$ cat src/rtl/fetch_unit.sv
// fetch_unit
//
// IF-stage front end sitting directly upstream of the gshare branch
// predictor. Owns the PC, issues one instruction-memory request at a
// time, and fills the IF/ID pipeline register. Each fetched instruction
// travels with a snapshot of the prediction made for its PC.
//
// Optional feature: define FETCH_PERF_CNT_EN to add two free-running
// performance counters (fetches accepted, redirect cycles).
//
// Ports:
//   clk_i, rst_i            clock, synchronous active-high reset
//   IF_PCnext_sel_i         next-PC select (00 PC+4, 01 EXMEM_pcplus4,
//                           10 BTB target, 11 EXMEM_br_target)
//   IF_flush_i              mispredict redirect
//   IF_btb_rd_target_i      BTB target for the current PC
//   IF_prediction_i         predicted-taken for the current PC
//   IF_btb_hit_i            BTB hit for the current PC
//   IF_ghr_data_i           GHR value used for the current PC
//   EXMEM_pcplus4_i         recovery PC, not-taken mispredict
//   EXMEM_br_target_i       recovery PC, taken mispredict
//   ID_stall_i              ID cannot accept; IF/ID holds
//   imem_rdata_i            instruction data
//   imem_rvalid_i           response valid (>= 1 cycle after request)
//   IF_pc_o                 current PC (predictor tag/index source)
//   imem_req_o, imem_addr_o request strobe and address
//   ID_valid_o, ID_pc_o, ID_instr_o,
//   ID_prediction_o, ID_btb_hit_o, ID_ghr_data_o   IF/ID register
//   perf_fetch_cnt_o, perf_redirect_cnt_o          (FETCH_PERF_CNT_EN only)

module fetch_unit #(
    parameter logic [31:0] RESET_PC      = 32'h0000_0000,
    parameter int          HISTORY_WIDTH = 8
) (
    input  logic                     clk_i,
    input  logic                     rst_i,
    input  logic [1:0]               IF_PCnext_sel_i,
    input  logic                     IF_flush_i,
    input  logic [31:0]              IF_btb_rd_target_i,
    input  logic                     IF_prediction_i,
    input  logic                     IF_btb_hit_i,
    input  logic [HISTORY_WIDTH-1:0] IF_ghr_data_i,
    input  logic [31:0]              EXMEM_pcplus4_i,
    input  logic [31:0]              EXMEM_br_target_i,
    input  logic                     ID_stall_i,
    input  logic [31:0]              imem_rdata_i,
    input  logic                     imem_rvalid_i,
    output logic [31:0]              IF_pc_o,
    output logic                     imem_req_o,
    output logic [31:0]              imem_addr_o,
    output logic                     ID_valid_o,
    output logic [31:0]              ID_pc_o,
    output logic [31:0]              ID_instr_o,
    output logic                     ID_prediction_o,
    output logic                     ID_btb_hit_o,
    output logic [HISTORY_WIDTH-1:0] ID_ghr_data_o
`ifdef FETCH_PERF_CNT_EN
    ,
    output logic [31:0]              perf_fetch_cnt_o,
    output logic [31:0]              perf_redirect_cnt_o
`endif
);

    typedef enum logic [1:0] {
        S_IDLE,
        S_WAIT,
        S_HOLD,
        S_DISCARD
    } state_t;

    state_t state_q, state_d;

    logic [31:0]              pc_q;

    // Side registers captured in the request cycle; they describe the
    // instruction currently in flight.
    logic [31:0]              snap_pc_q;
    logic [31:0]              snap_next_pc_q;
    logic                     snap_pred_q;
    logic                     snap_hit_q;
    logic [HISTORY_WIDTH-1:0] snap_ghr_q;

    // Hold buffer: a response that arrived while ID was stalled.
    logic [31:0]              hold_pc_q;
    logic [31:0]              hold_instr_q;
    logic                     hold_pred_q;
    logic                     hold_hit_q;
    logic [HISTORY_WIDTH-1:0] hold_ghr_q;

    logic id_can_accept;
    logic take_snapshot;
    logic load_id_mem;
    logic load_id_hold;
    logic load_hold;
    logic advance_pc;
    logic redirect;

    assign IF_pc_o       = pc_q;
    assign imem_addr_o   = pc_q;
    assign id_can_accept = !ID_valid_o || !ID_stall_i;

    // Next-state and control strobes. A flush overrides everything else;
    // the only thing it preserves is the knowledge that a response is still
    // outstanding, so that the stale data can be discarded on arrival.
    always_comb begin
        state_d       = state_q;
        imem_req_o    = 1'b0;
        take_snapshot = 1'b0;
        load_id_mem   = 1'b0;
        load_id_hold  = 1'b0;
        load_hold     = 1'b0;
        advance_pc    = 1'b0;
        redirect      = 1'b0;

        if (rst_i) begin
            state_d = S_IDLE;
        end else if (IF_flush_i) begin
            redirect = 1'b1;
            case (state_q)
                S_WAIT:    state_d = imem_rvalid_i ? S_IDLE : S_DISCARD;
                S_DISCARD: state_d = S_DISCARD;
                default:   state_d = S_IDLE;
            endcase
        end else begin
            case (state_q)
                S_IDLE: begin
                    imem_req_o    = 1'b1;
                    take_snapshot = 1'b1;
                    state_d       = S_WAIT;
                end
                S_WAIT: begin
                    if (imem_rvalid_i) begin
                        advance_pc = 1'b1;
                        if (id_can_accept) begin
                            load_id_mem = 1'b1;
                            state_d     = S_IDLE;
                        end else begin
                            load_hold = 1'b1;
                            state_d   = S_HOLD;
                        end
                    end
                end
                S_HOLD: begin
                    if (!ID_stall_i) begin
                        load_id_hold = 1'b1;
                        state_d      = S_IDLE;
                    end
                end
                S_DISCARD: begin
                    if (imem_rvalid_i) begin
                        state_d = S_IDLE;
                    end
                end
                default: state_d = S_IDLE;
            endcase
        end
    end

    // State and PC register. The PC only moves when a response is taken
    // (to the target chosen back in the request cycle) or on a redirect.
    always_ff @(posedge clk_i) begin
        if (rst_i) begin
            state_q <= S_IDLE;
            pc_q    <= RESET_PC;
        end else begin
            state_q <= state_d;
            if (redirect) begin
                pc_q <= (IF_PCnext_sel_i == 2'b11) ? EXMEM_br_target_i : EXMEM_pcplus4_i;
            end else if (advance_pc) begin
                pc_q <= snap_next_pc_q;
            end
        end
    end

    // Request-cycle snapshot. Selects 01/11 only mean something alongside
    // a flush, so without one they fall back to sequential PC+4.
    always_ff @(posedge clk_i) begin
        if (rst_i) begin
            snap_pc_q      <= '0;
            snap_next_pc_q <= '0;
            snap_pred_q    <= 1'b0;
            snap_hit_q     <= 1'b0;
            snap_ghr_q     <= '0;
        end else if (take_snapshot) begin
            snap_pc_q      <= pc_q;
            snap_next_pc_q <= (IF_PCnext_sel_i == 2'b10) ? IF_btb_rd_target_i : pc_q + 32'd4;
            snap_pred_q    <= IF_prediction_i;
            snap_hit_q     <= IF_btb_hit_i;
            snap_ghr_q     <= IF_ghr_data_i;
        end
    end

    // Hold buffer: parks a response while ID is stalled; a redirect
    // empties it.
    always_ff @(posedge clk_i) begin
        if (rst_i || redirect) begin
            hold_pc_q    <= '0;
            hold_instr_q <= '0;
            hold_pred_q  <= 1'b0;
            hold_hit_q   <= 1'b0;
            hold_ghr_q   <= '0;
        end else if (load_hold) begin
            hold_pc_q    <= snap_pc_q;
            hold_instr_q <= imem_rdata_i;
            hold_pred_q  <= snap_pred_q;
            hold_hit_q   <= snap_hit_q;
            hold_ghr_q   <= snap_ghr_q;
        end
    end

    // IF/ID register. Valid drops on a redirect, or when ID consumes the
    // current entry and nothing new arrives to replace it.
    always_ff @(posedge clk_i) begin
        if (rst_i) begin
            ID_valid_o      <= 1'b0;
            ID_pc_o         <= '0;
            ID_instr_o      <= '0;
            ID_prediction_o <= 1'b0;
            ID_btb_hit_o    <= 1'b0;
            ID_ghr_data_o   <= '0;
        end else begin
            if (redirect) begin
                ID_valid_o <= 1'b0;
            end else if (load_id_mem || load_id_hold) begin
                ID_valid_o <= 1'b1;
            end else if (!ID_stall_i) begin
                ID_valid_o <= 1'b0;
            end

            if (load_id_mem) begin
                ID_pc_o         <= snap_pc_q;
                ID_instr_o      <= imem_rdata_i;
                ID_prediction_o <= snap_pred_q;
                ID_btb_hit_o    <= snap_hit_q;
                ID_ghr_data_o   <= snap_ghr_q;
            end else if (load_id_hold) begin
                ID_pc_o         <= hold_pc_q;
                ID_instr_o      <= hold_instr_q;
                ID_prediction_o <= hold_pred_q;
                ID_btb_hit_o    <= hold_hit_q;
                ID_ghr_data_o   <= hold_ghr_q;
            end
        end
    end

`ifdef FETCH_PERF_CNT_EN
    // Performance counters: responses accepted (into IF/ID or the hold
    // buffer) and cycles spent under a redirect. Both wrap naturally.
    always_ff @(posedge clk_i) begin
        if (rst_i) begin
            perf_fetch_cnt_o    <= '0;
            perf_redirect_cnt_o <= '0;
        end else begin
            if (load_id_mem || load_hold) begin
                perf_fetch_cnt_o <= perf_fetch_cnt_o + 32'd1;
            end
            if (IF_flush_i) begin
                perf_redirect_cnt_o <= perf_redirect_cnt_o + 32'd1;
            end
        end
    end
`endif

endmodule

$ cat config.mk
export PLATFORM = sky130hd
export DESIGN_NAME = fetch_unit
export DESIGN_NICKNAME = d
export VERILOG_FILES = /design/src/rtl/fetch_unit.sv
export SDC_FILE = /design/constraint.sdc
export NUM_CORES = 1
export LEC_CHECK = 0
export ABC_CLOCK_PERIOD_IN_PS = 3000
export BUFFER_PORTS_ARGS = -buffer_cell sky130_fd_sc_hd__buf_4
export CORE_MARGIN = 2
export CORE_UTILIZATION = 50
export CTS_CLUSTER_DIAMETER = 100
export DETAILED_ROUTE_END_ITERATION = 12
export PLACE_DENSITY = 0.76
export SLEW_MARGIN = 20
export SYNTH_ARGS = -nofsm -noshare
export SYNTH_HDL_FRONTEND = slang
export SYNTH_SLANG_ARGS = --single-unit
$ cat constraint.sdc
create_clock -name clk_i -period 3 [get_ports clk_i]
set_clock_uncertainty 0.1 [all_clocks]
set_input_delay 0.15 -clock clk_i [delete_from_list [all_inputs] [get_ports clk_i]]
set_output_delay 0.15 -clock clk_i [all_outputs]
set_load 0.01 [all_outputs]
==> results.md <==
* Final WS setup at around 0.55 ns
* Cells after Synth at 1385
* # nets final at between 1500 and 2000
* Top Ports at 285
* WS Path Type: in2out
* Clk root buf: clkbuf_16
* Worst-path fanout max at 30
* Share of cells above drive strength 1 at 21.3%
* Multi-input gate area at 5310 um2
* Postcts setup bufs at 0
* Largest cells by area after synthesis: dfxtp_1, nand2_1, mux2i_1
* Syn nets at roughly 1500
* GPL Wtd Cong at a little over 0.9
* Rows at 54
* Non-Filler Instances at 2002
* Top FF cell, synth: dfxtp_1
* Die width at 154 um
* Synth Area per Inst at between 8 and 9 um2
* HPWL after DPL at roughly 21000 um
* Clock transition at path regs at 0.06 ns
* Post-DP Area at 13200 um2
* R2r setup slk at 0.58 ns
* Asr flop ratio synth at 0%
* Fmax achieved at 408 MHz
* CORE AREA at 22000 um2
* Total negative slack at 0 ns
* CTS buffer count at 27
* Vias at approximately 11000
* Worst Path Arrival at 2.20 ns
* Htree depth at 1
* Fin crit share at between 80% and 90%
* TritonCTS clock tree: yes
* Design area at roughly 15000 um2
* Max Cap Viol at 0
* Tightest Hold Check Type: in2reg
* Final Util at 70.3%
* Filler instances at ~1600
* Critical-path top delay cell: dlygate4sd3_1
* Outcome: complete, no violations
* Initial core utilization at slightly above 50%
* Post_cts resized at 0
* Mapped cell area at 11200 um2
* Final WL at about 34000 um
* DP Worst Slack at between 0.6 and 0.7 ns
* Worst-case clock buffer depth at 3
* # hold bufs at CTS at 134
* DRT iter0 DRCs at 812
* Sequential cell area at slightly above 5000 um2
* Post-synthesis sequential area ratio at between 40% and 50%
* Largest net degree at the start of global routing at 151
* RSZ-0062 raised after global routing: no
* Slew margin rel. at between 30% and 40%
* Final Slew Violations at 0
* Most frequent cell after synthesis: nand2_1
* Distinct cells, synth at 47
* Endpoints failing setup at 0
* Worst IR drop on VDD at 356 uV
* Dpl cells at between 1500 and 2000
* Antenna Violating Nets Remaining at 0
* Clk sink count at 257
* First-pass GRT wire length at 54300 um
* DRC at 0
* Ordered list of cells on the worst path: dlygate4sd3_1 -> buf_6 -> or2_4 -> or3_1 -> clkinv_4 -> buf_4
* Commonest cells in the netlist: nand2_1, dfxtp_1, nor2_1
* GRT Total Usage at 27.7%
* CP peak stage delay at 0.55 ns
* Pwr Total at slightly below 8 mW
* Startpoint Class: primary input
* EDFF count, synth at 0
* Critical Path RT at 2.75 ns
* Die Ht at about 150 um
* Yosys top cell by area: dfxtp_1
* Syn. warnings at 0
* Initial antenna violation count at 0
* Layout area overhead at 37.5%
* Die area at 23700 um2
* Later-pin clock latency in the skew report at 0.53 ns
* Hold Slack at between 0.01 and 0.015 ns
* Post-synth top area share at 45.8%
* Wire length per cell at 17.1 um
* Via/cell ratio at 5.57
* GRT Residual Overflow at 0
* Pre-antenna DRT Iters at 5
* Ant. Diodes at 0
* Final Hold Viols at 0
* Post-synthesis register bit count at between 200 and 300
* Input/output buffers at 284
* Slew @ Worst Pin at slightly above 0.9 ns
* CP Capture Type: output pin
* Pwr dens at between 500 and 600 nW/um2
* Min cycle time layout at about 2.4 ns
* LEAKAGE at 6.75 nW
* Vias in the first global route at roughly 10000
## state kept, by name, indices dropped and copies added (netlist names), 2 cells and up
name / cells
state_q: 2
snap_pc_q: 32
snap_next_pc_q: 32
hold_ghr_q: 8
ID_ghr_data_o: 8
hold_pc_q: 32
snap_ghr_q: 8
ID_pc_o: 32
IF_pc_o: 32
ID_instr_o: 32
hold_instr_q: 32
## worst paths after layout
kind,from,end,cells after the start
max reg2reg,state_q[1],IF_pc_o[14],6
min reg2reg,hold_instr_q[13],hold_instr_q[13],2
min,EXMEM_br_target_i[31],IF_pc_o[31],5
max,rst_i,imem_req_o,6
## power breakdown
group	switching, mW	internal [mW]
combinational	0.441	0.442
clock	1.33	1.97
sequential	0.105	3.50
## layout by cell type (no fill, tap or decap), types with 5 or more instances in the layout
cell type and instances:
clkbuf_16 27, dlygate4sd3_1 134, dfxtp_1 257, and3_1 5, nor3_1 5, a21oi_1 111, a311oi_1 36, buf_4 300
a22oi_1 11, nand4_1 8, clkbuf_1 7, nand3_1 49, xor2_1 20, clkinv_2 5, o21ai_0 66, clkbuf_8 6
nand2_1 294, a211oi_1 77, xnor2_1 5, buf_12 6, o21ai_1 6, nor2_1 162, mux2i_1 76
## routing by layer
metal  wire length (um)  GRT usage, %  vias up
met1              14400          37.1     5214
li1                   -             -     5379
met3               2520          4.62       76
met4               1010          9.12        0
met5                  0             0        -
met2              16300          45.9      483
## worst max-delay path, delay by kind of cell
kind / cells / cell delay [ns]
buffers and inverters: 4 / 1.19
and+or+nand+nor: 2 / 0.84
## cell families (layout without fill, tap and decap cells)
group,count (synthesis),in the layout,synth area share [%]
and+or+nand+nor,545,545,19.9
AOI/OAI and AO/OA,325,325,18.3
DFF,257,257,45.8
buffers and inverters,156,493,7.12
muxes,76,76,6.78
xor gates and xnor gates,25,25,1.95
adders and majority gates,1,1,0.111
## cell type report
class | instances | share of cell area, %
clock inverter | 8 | 0.608
timing repair buffer | 441 | 24.1
multi-input combinational | 972 | 34.4
inverter | 4 | 0.130
clock buffer | 40 | 5.08
sequential | 257 | 33.3
tap | 280 | 2.27
No activity file was read; power rests on OpenSTA's default activity.
